<file path="src/rtl/minicpu_pkg.sv">
// Shared definitions for the minicpu core: opcodes, FSM states and
// instruction field offsets.
package minicpu_pkg;

  localparam logic [2:0] OP_NOP   = 3'd0;
  localparam logic [2:0] OP_LOAD  = 3'd1;
  localparam logic [2:0] OP_STORE = 3'd2;
  localparam logic [2:0] OP_ADD   = 3'd3;
  localparam logic [2:0] OP_SUB   = 3'd4;
  localparam logic [2:0] OP_JMP   = 3'd5;
  localparam logic [2:0] OP_JZ    = 3'd6;
  localparam logic [2:0] OP_HALT  = 3'd7;

  typedef enum logic [2:0] {
    S_FETCH,
    S_DECODE,
    S_EXEC,
    S_MEM,
    S_HALT
  } state_t;

  // Instruction layout, LSB first: op[2:0], rd, rs, addr
  function automatic int rd_lsb();
    return 3;
  endfunction

  function automatic int rs_lsb(input int reg_aw);
    return 3 + reg_aw;
  endfunction

  function automatic int addr_lsb(input int reg_aw);
    return 3 + 2 * reg_aw;
  endfunction

  function automatic int instr_bits(input int reg_aw, input int addr_w);
    return 3 + 2 * reg_aw + addr_w;
  endfunction

endpackage

</file>
<file path="src/rtl/minicpu_regfile.sv">
// General register file: two combinational read ports, one synchronous
// write port, cleared by the asynchronous reset.
module minicpu_regfile #(
  parameter int DATA_W = 16,
  parameter int NREG   = 4,
  parameter int REG_AW = 2
) (
  input  logic              clk,
  input  logic              rst,
  input  logic              i_we,
  input  logic [REG_AW-1:0] i_waddr,
  input  logic [DATA_W-1:0] i_wdata,
  input  logic [REG_AW-1:0] i_raddr_a,
  output logic [DATA_W-1:0] o_rdata_a,
  input  logic [REG_AW-1:0] i_raddr_b,
  output logic [DATA_W-1:0] o_rdata_b
);

  logic [DATA_W-1:0] r_regs [NREG];

  // Register storage: cleared on reset, single write per cycle
  always_ff @(posedge clk or posedge rst) begin
    if (rst) begin
      for (int i = 0; i < NREG; i++) begin
        r_regs[i] <= '0;
      end
    end else if (i_we) begin
      r_regs[i_waddr] <= i_wdata;
    end
  end

  assign o_rdata_a = r_regs[i_raddr_a];
  assign o_rdata_b = r_regs[i_raddr_b];

endmodule

</file>
<file path="src/rtl/minicpu_core.sv">
// Multicycle FETCH/DECODE/EXEC/MEM processor core sharing one synchronous
// RAM for program and data. RAM strobes are decoded from the current state
// so a reset cuts any access immediately.
module minicpu_core
  import minicpu_pkg::*;
#(
  parameter int DATA_W = 16,
  parameter int ADDR_W = 8,
  parameter int NREG   = 4
) (
  input  logic              clk,
  input  logic              rst,
  input  logic [DATA_W-1:0] ram_data_read,
  output logic [ADDR_W-1:0] ram_addr_read,
  output logic              ram_read_e,
  output logic [DATA_W-1:0] ram_data_write,
  output logic [ADDR_W-1:0] ram_addr_write,
  output logic              ram_write_e,
  output logic [ADDR_W-1:0] pc,
  output logic              zero_flag,
  output logic              carry_flag,
  output logic              halted
);

  localparam int REG_AW   = $clog2(NREG);
  localparam int INSTR_W  = instr_bits(REG_AW, ADDR_W);
  localparam int RD_LSB   = rd_lsb();
  localparam int RS_LSB   = rs_lsb(REG_AW);
  localparam int ADDR_LSB = addr_lsb(REG_AW);

  generate
    if (DATA_W < INSTR_W) begin : g_width_check
      $error("minicpu_core: DATA_W too small for the instruction format");
    end
    if (NREG < 2 || (1 << REG_AW) != NREG) begin : g_nreg_check
      $error("minicpu_core: NREG must be a power of two and at least 2");
    end
  endgenerate

  state_t              r_state;
  logic [ADDR_W-1:0]   r_pc;
  logic [INSTR_W-1:0]  r_ir;
  logic                r_zero;
  logic                r_carry;

  logic [2:0]          w_op;
  logic [REG_AW-1:0]   w_rd;
  logic [REG_AW-1:0]   w_rs;
  logic [ADDR_W-1:0]   w_addr;
  logic [DATA_W-1:0]   w_rd_val;
  logic [DATA_W-1:0]   w_rs_val;
  logic [DATA_W:0]     w_alu;
  logic                w_rf_we;
  logic [DATA_W-1:0]   w_rf_wdata;
  logic                w_is_alu;

  assign w_op   = r_ir[2:0];
  assign w_rd   = r_ir[RD_LSB +: REG_AW];
  assign w_rs   = r_ir[RS_LSB +: REG_AW];
  assign w_addr = r_ir[ADDR_LSB +: ADDR_W];

  assign w_is_alu = (w_op == OP_ADD) || (w_op == OP_SUB);

  minicpu_regfile #(
    .DATA_W (DATA_W),
    .NREG   (NREG),
    .REG_AW (REG_AW)
  ) u_regfile (
    .clk       (clk),
    .rst       (rst),
    .i_we      (w_rf_we),
    .i_waddr   (w_rd),
    .i_wdata   (w_rf_wdata),
    .i_raddr_a (w_rd),
    .o_rdata_a (w_rd_val),
    .i_raddr_b (w_rs),
    .o_rdata_b (w_rs_val)
  );

  // ALU: one extra bit holds the ADD carry or the SUB borrow
  always_comb begin
    w_alu = '0;
    if (w_op == OP_SUB) begin
      w_alu = {1'b0, w_rd_val} - {1'b0, w_rs_val};
    end else begin
      w_alu = {1'b0, w_rd_val} + {1'b0, w_rs_val};
    end
  end

  // Register write-back: ALU result in EXEC, loaded word in MEM
  always_comb begin
    w_rf_we    = 1'b0;
    w_rf_wdata = '0;
    if (r_state == S_EXEC && w_is_alu) begin
      w_rf_we    = 1'b1;
      w_rf_wdata = w_alu[DATA_W-1:0];
    end else if (r_state == S_MEM) begin
      w_rf_we    = 1'b1;
      w_rf_wdata = ram_data_read;
    end
  end

  // RAM strobes decoded from state; write address/data stay 0 when idle
  always_comb begin
    ram_read_e     = 1'b0;
    ram_addr_read  = '0;
    ram_write_e    = 1'b0;
    ram_addr_write = '0;
    ram_data_write = '0;
    if (rst) begin
      ram_read_e = 1'b1;
    end else begin
      case (r_state)
        S_FETCH: begin
          ram_read_e    = 1'b1;
          ram_addr_read = r_pc;
        end
        S_EXEC: begin
          if (w_op == OP_LOAD) begin
            ram_read_e    = 1'b1;
            ram_addr_read = w_addr;
          end else if (w_op == OP_STORE) begin
            ram_write_e    = 1'b1;
            ram_addr_write = w_addr;
            ram_data_write = w_rs_val;
          end
        end
        default: ;
      endcase
    end
  end

  // Control FSM with PC, instruction register and flags
  always_ff @(posedge clk or posedge rst) begin
    if (rst) begin
      r_state <= S_FETCH;
      r_pc    <= '0;
      r_ir    <= '0;
      r_zero  <= 1'b0;
      r_carry <= 1'b0;
    end else begin
      case (r_state)
        S_FETCH: r_state <= S_DECODE;
        S_DECODE: begin
          r_ir    <= ram_data_read[INSTR_W-1:0];
          r_pc    <= r_pc + ADDR_W'(1);
          r_state <= S_EXEC;
        end
        S_EXEC: begin
          r_state <= S_FETCH;
          case (w_op)
            OP_LOAD: r_state <= S_MEM;
            OP_ADD, OP_SUB: begin
              r_zero  <= (w_alu[DATA_W-1:0] == '0);
              r_carry <= w_alu[DATA_W];
            end
            OP_JMP: r_pc <= w_addr;
            OP_JZ: begin
              if (w_rs_val == '0) begin
                r_pc <= w_addr;
              end
            end
            OP_HALT: r_state <= S_HALT;
            default: ;
          endcase
        end
        S_MEM:   r_state <= S_FETCH;
        S_HALT:  r_state <= S_HALT;
        default: r_state <= S_FETCH;
      endcase
    end
  end

  assign pc         = r_pc;
  assign zero_flag  = r_zero;
  assign carry_flag = r_carry;
  assign halted     = (r_state == S_HALT);

endmodule

</file>
<file path="config.mk">
export PLATFORM = sky130hd
export DESIGN_NAME = minicpu_core
export DESIGN_NICKNAME = d
export VERILOG_FILES = /design/src/rtl/minicpu_pkg.sv /design/src/rtl/minicpu_regfile.sv /design/src/rtl/minicpu_core.sv
export SDC_FILE = /design/constraint.sdc
export NUM_CORES = 1
export LEC_CHECK = 0
export CAP_MARGIN = 20
export CORE_MARGIN = 2
export CORE_UTILIZATION = 52
export CTS_CLUSTER_SIZE = 20
export DETAILED_ROUTE_END_ITERATION = 7
export PLACE_DENSITY = 0.77
export SYNTH_ARGS = -nofsm -noshare
export SYNTH_HDL_FRONTEND = slang
export SYNTH_SLANG_ARGS = --single-unit
export TNS_END_PERCENT = 100
</file>
<file path="constraint.sdc">
create_clock -name clk -period 3.95 [get_ports clk]
set_clock_uncertainty 0.05 [all_clocks]
set_input_delay 0.9875 -clock clk [delete_from_list [all_inputs] [get_ports clk]]
set_output_delay 0.9875 -clock clk [all_outputs]
set_load 0.02 [all_outputs]
</file>
==> results.toml <==
[outcome]
violations = "setup timing"
status = "complete, but fails checks"

[die]
die_x_um = 110.9
core-area_mm2 = 0.01127
ios = 63
fp.dieH_um = 110.9
num_rows = 39
start_util = 0.5267
die-area_mm2 = 0.01229

[route]
drc = 0
wl_per_cell_um = 19.74
dr.pass1.iters = 7
num_vias = 5504
vias_per_cell = 6.341
drt_iter0_drc = 381
wirelength_um = 17140
ant_nets = 0

[sta]
slew_viol_final = 0
hold_viol = 0
tns_ps = -17.10
min_period_ps = 3967
rsz0062_at_grt = "yes"
fmax_mhz = 252.1
max_slew_margin = 0.4119
fin_crit_sh = 1.004
worstMarginPinSlew_ps = 878.3
setup_violations = 1
worst_slack_ps = -17.10

[synthesis]
yosysMostFrequentCell = "dfrtp_1"
ys_types = 68
syn_area_mm2 = 0.005937
async_flop_share = 1.000
synth.top_cell.area_share = 0.3878
ys_ff_latch = 92
syn_avg_cell_area_um2 = 9.862
syn_nets = 639
ys_seq_area_frac = 0.3878
synth_top_cells_by_area = "dfrtp_1 (39%), mux4_2 (11%), a21oi_1 (6.0%)"
synth_top_area_cell = "dfrtp_1"
ys_top_cells_by_count = "dfrtp_1 (92), nor2_1 (84), a21oi_1 (71)"
ys.warnings.count = 0
synth_edf_count = 0
synthCells = 602
yosys_most_used_dff = "dfrtp_1"

[hold_path]
hold_class = "register to register"

[placement]
place.gp.congestion = 0.9652
port_buffers = 62
hpwl_um = 11940

[clock_network]
cts_sinks = 92
cts_made_buffers = 9
clock_latency_ps = 350
cts_tree = "done"
ctsHoldBuffers = 0
clock_path_buffers = 2
clkTransAtPathRegs_ps = 70
htree_levels = 3
cts_root_buffer = "clkbuf_16"

[critical_path]
crit_type = "register to register"
crit_start = "r_ir[5]"
start_kind = "register"
cpPeakStageDelay_ps = 540
crit_chain = "mux4_2 > buf_4 > buf_4 > o31ai_2 > xor2_1 > ha_1 > buf_4 > o211a_1 > o31a_1 > nand2b_4 > buf_4 > a31oi_2 > o21ai_1 > a2111oi_4 > buf_4 > nand4b_1 > nand2_1"
cp.arrival_ps = 4200
cp_top_family = "compound AO/OA/AOI/OAI gates"
critPathMostFrequentCell = "buf_4"
worst_path_max_delay_cell = "mux4_2"
path_depth = 17
r2r_cells = 17
reg2reg_from = "r_ir[5]"
end_kind = "register"
critPathCapture = "zero_flag"
cp_max_fo = 4
critPathBufInv = 5
r2r-end = "zero_flag"
critPathRequiredTime_ps = 4180
rrSetupSlack_ps = -20

[cells_and_area]
finalNetCount = 758
seqCellArea_mm2 = 0.002303
multi_input_area_mm2 = 0.003636
syn2layout_area_growth_pct = 29.78
fin_util = 0.6835
fillers = 829
drive_above_1_share = 0.2621
n_antenna_cell = 0

[grt]
grt_max_degree = 66
track_usage = 0.2732
grt_pass1_vias = 5374
overflow = 0
antenna_found_initial = 0
grt_pass1_wl_um = 26960

[job]
cap_violations = 0
## layout make-up
class	instances	area share
Clock buffer	11	0.03150
Clock inverter	4	0.004222
Inverter	12	0.006008
Multi-Input combinational cell	462	0.4719
Sequential cell	92	0.2990
Tap cell	143	0.02322
Timing Repair Buffer	144	0.1642
## cell usage in the layout, fill, tap and decap left out, types with 6 or more instances in the layout
cell	Yosys	layout
dfrtp_1	92	91
nor2_1	84	84
buf_4	0	79
a21oi_1	71	65
clkdlybuf4s50_1	0	62
nand2_1	34	32
mux4_2	28	29
and2_1	25	25
o21ai_0	29	23
a22oi_1	16	16
mux2_2	15	15
ha_1	18	13
nor3_1	16	12
xor2_1	13	12
xnor2_1	12	11
inv_1	12	9
clkbuf_16	0	9
o21ai_1	4	8
a21oi_2	0	6
or3_1	6	6
## worst register-to-register path, stage by stage, from the launching register on
cell and delay [ps]:
dfrtp_2 430, mux4_2 540, buf_4 150, buf_4 150, o31ai_2 280, xor2_1 190
ha_1 260, buf_4 140, o211a_1 200, o31a_1 150, nand2b_4 170, buf_4 140
a31oi_2 270, o21ai_1 140, a2111oi_4 300, buf_4 160, nand4b_1 100, nand2_1 80
## sequential cells by signal, summed over array words and instances (netlist names)
signal,cells
carry_flag,1
pc,8
r_ir,15
r_state,3
u_regfile.r_regs,64
zero_flag,1
## worst min-delay path by stage
stage	startpoint	slack, ps	to	cells past startpoint
final	carry_flag	460	carry_flag	2
after global routing	carry_flag	490	carry_flag	2
after CTS	u_regfile.r_regs[14]	450	u_regfile.r_regs[14]	2
after detailed placement	carry_flag	430	carry_flag	2
after global placement	zero_flag	420	zero_flag	2
after floorplan	u_regfile.r_regs[10]	410	u_regfile.r_regs[10]	2
## logic make-up after synthesis
kind of cell               count (synthesis)  synth area share
DFF                                       92            0.3878
AOI/OAI and AO/OA                        161            0.1648
adders and majority gates                 19           0.04131
and+or+nand+nor                          208            0.1775
muxes                                     49            0.1557
buffers and inverters                     48           0.03604
xor gates and xnor gates                  25           0.03688
## metal layers
metal | global-route usage | part of all wire
met1 | 0.3484 | 0.39
met2 | 0.4691 | 0.50
met3 | 0.04975 | 0.076
met4 | 0.09750 | 0.029
met5 | 0 | 0
## per-stage QoR
step / worst slack (ps) / instance area [um2] / instances / hold slack (ps)
3_3_place_gp: -70.50 / 7169 / 843 / 421.0
5_1_grt: -156.1 / 7705 / 868 / 488.6
3_5_place_dp: -160.9 / 7169 / 843 / 434.4
4_1_cts: -3.552 / 7483 / 858 / 452.8
2_1_floorplan: 11.60 / 5948 / 602 / 408.4
6_report: -17.10 / 7705 / 868 / 459.6
## repair_timing
item | in CTS | in global routing
setup buffers | 0 | 11
resized for setup | 10 | 38
endpoints found under the setup margin | 13 | 44
pin swaps | 2 | 24
Power is not shown: default switching activity piles up to over one toggle a cycle in this logic, so the estimate is an artifact.
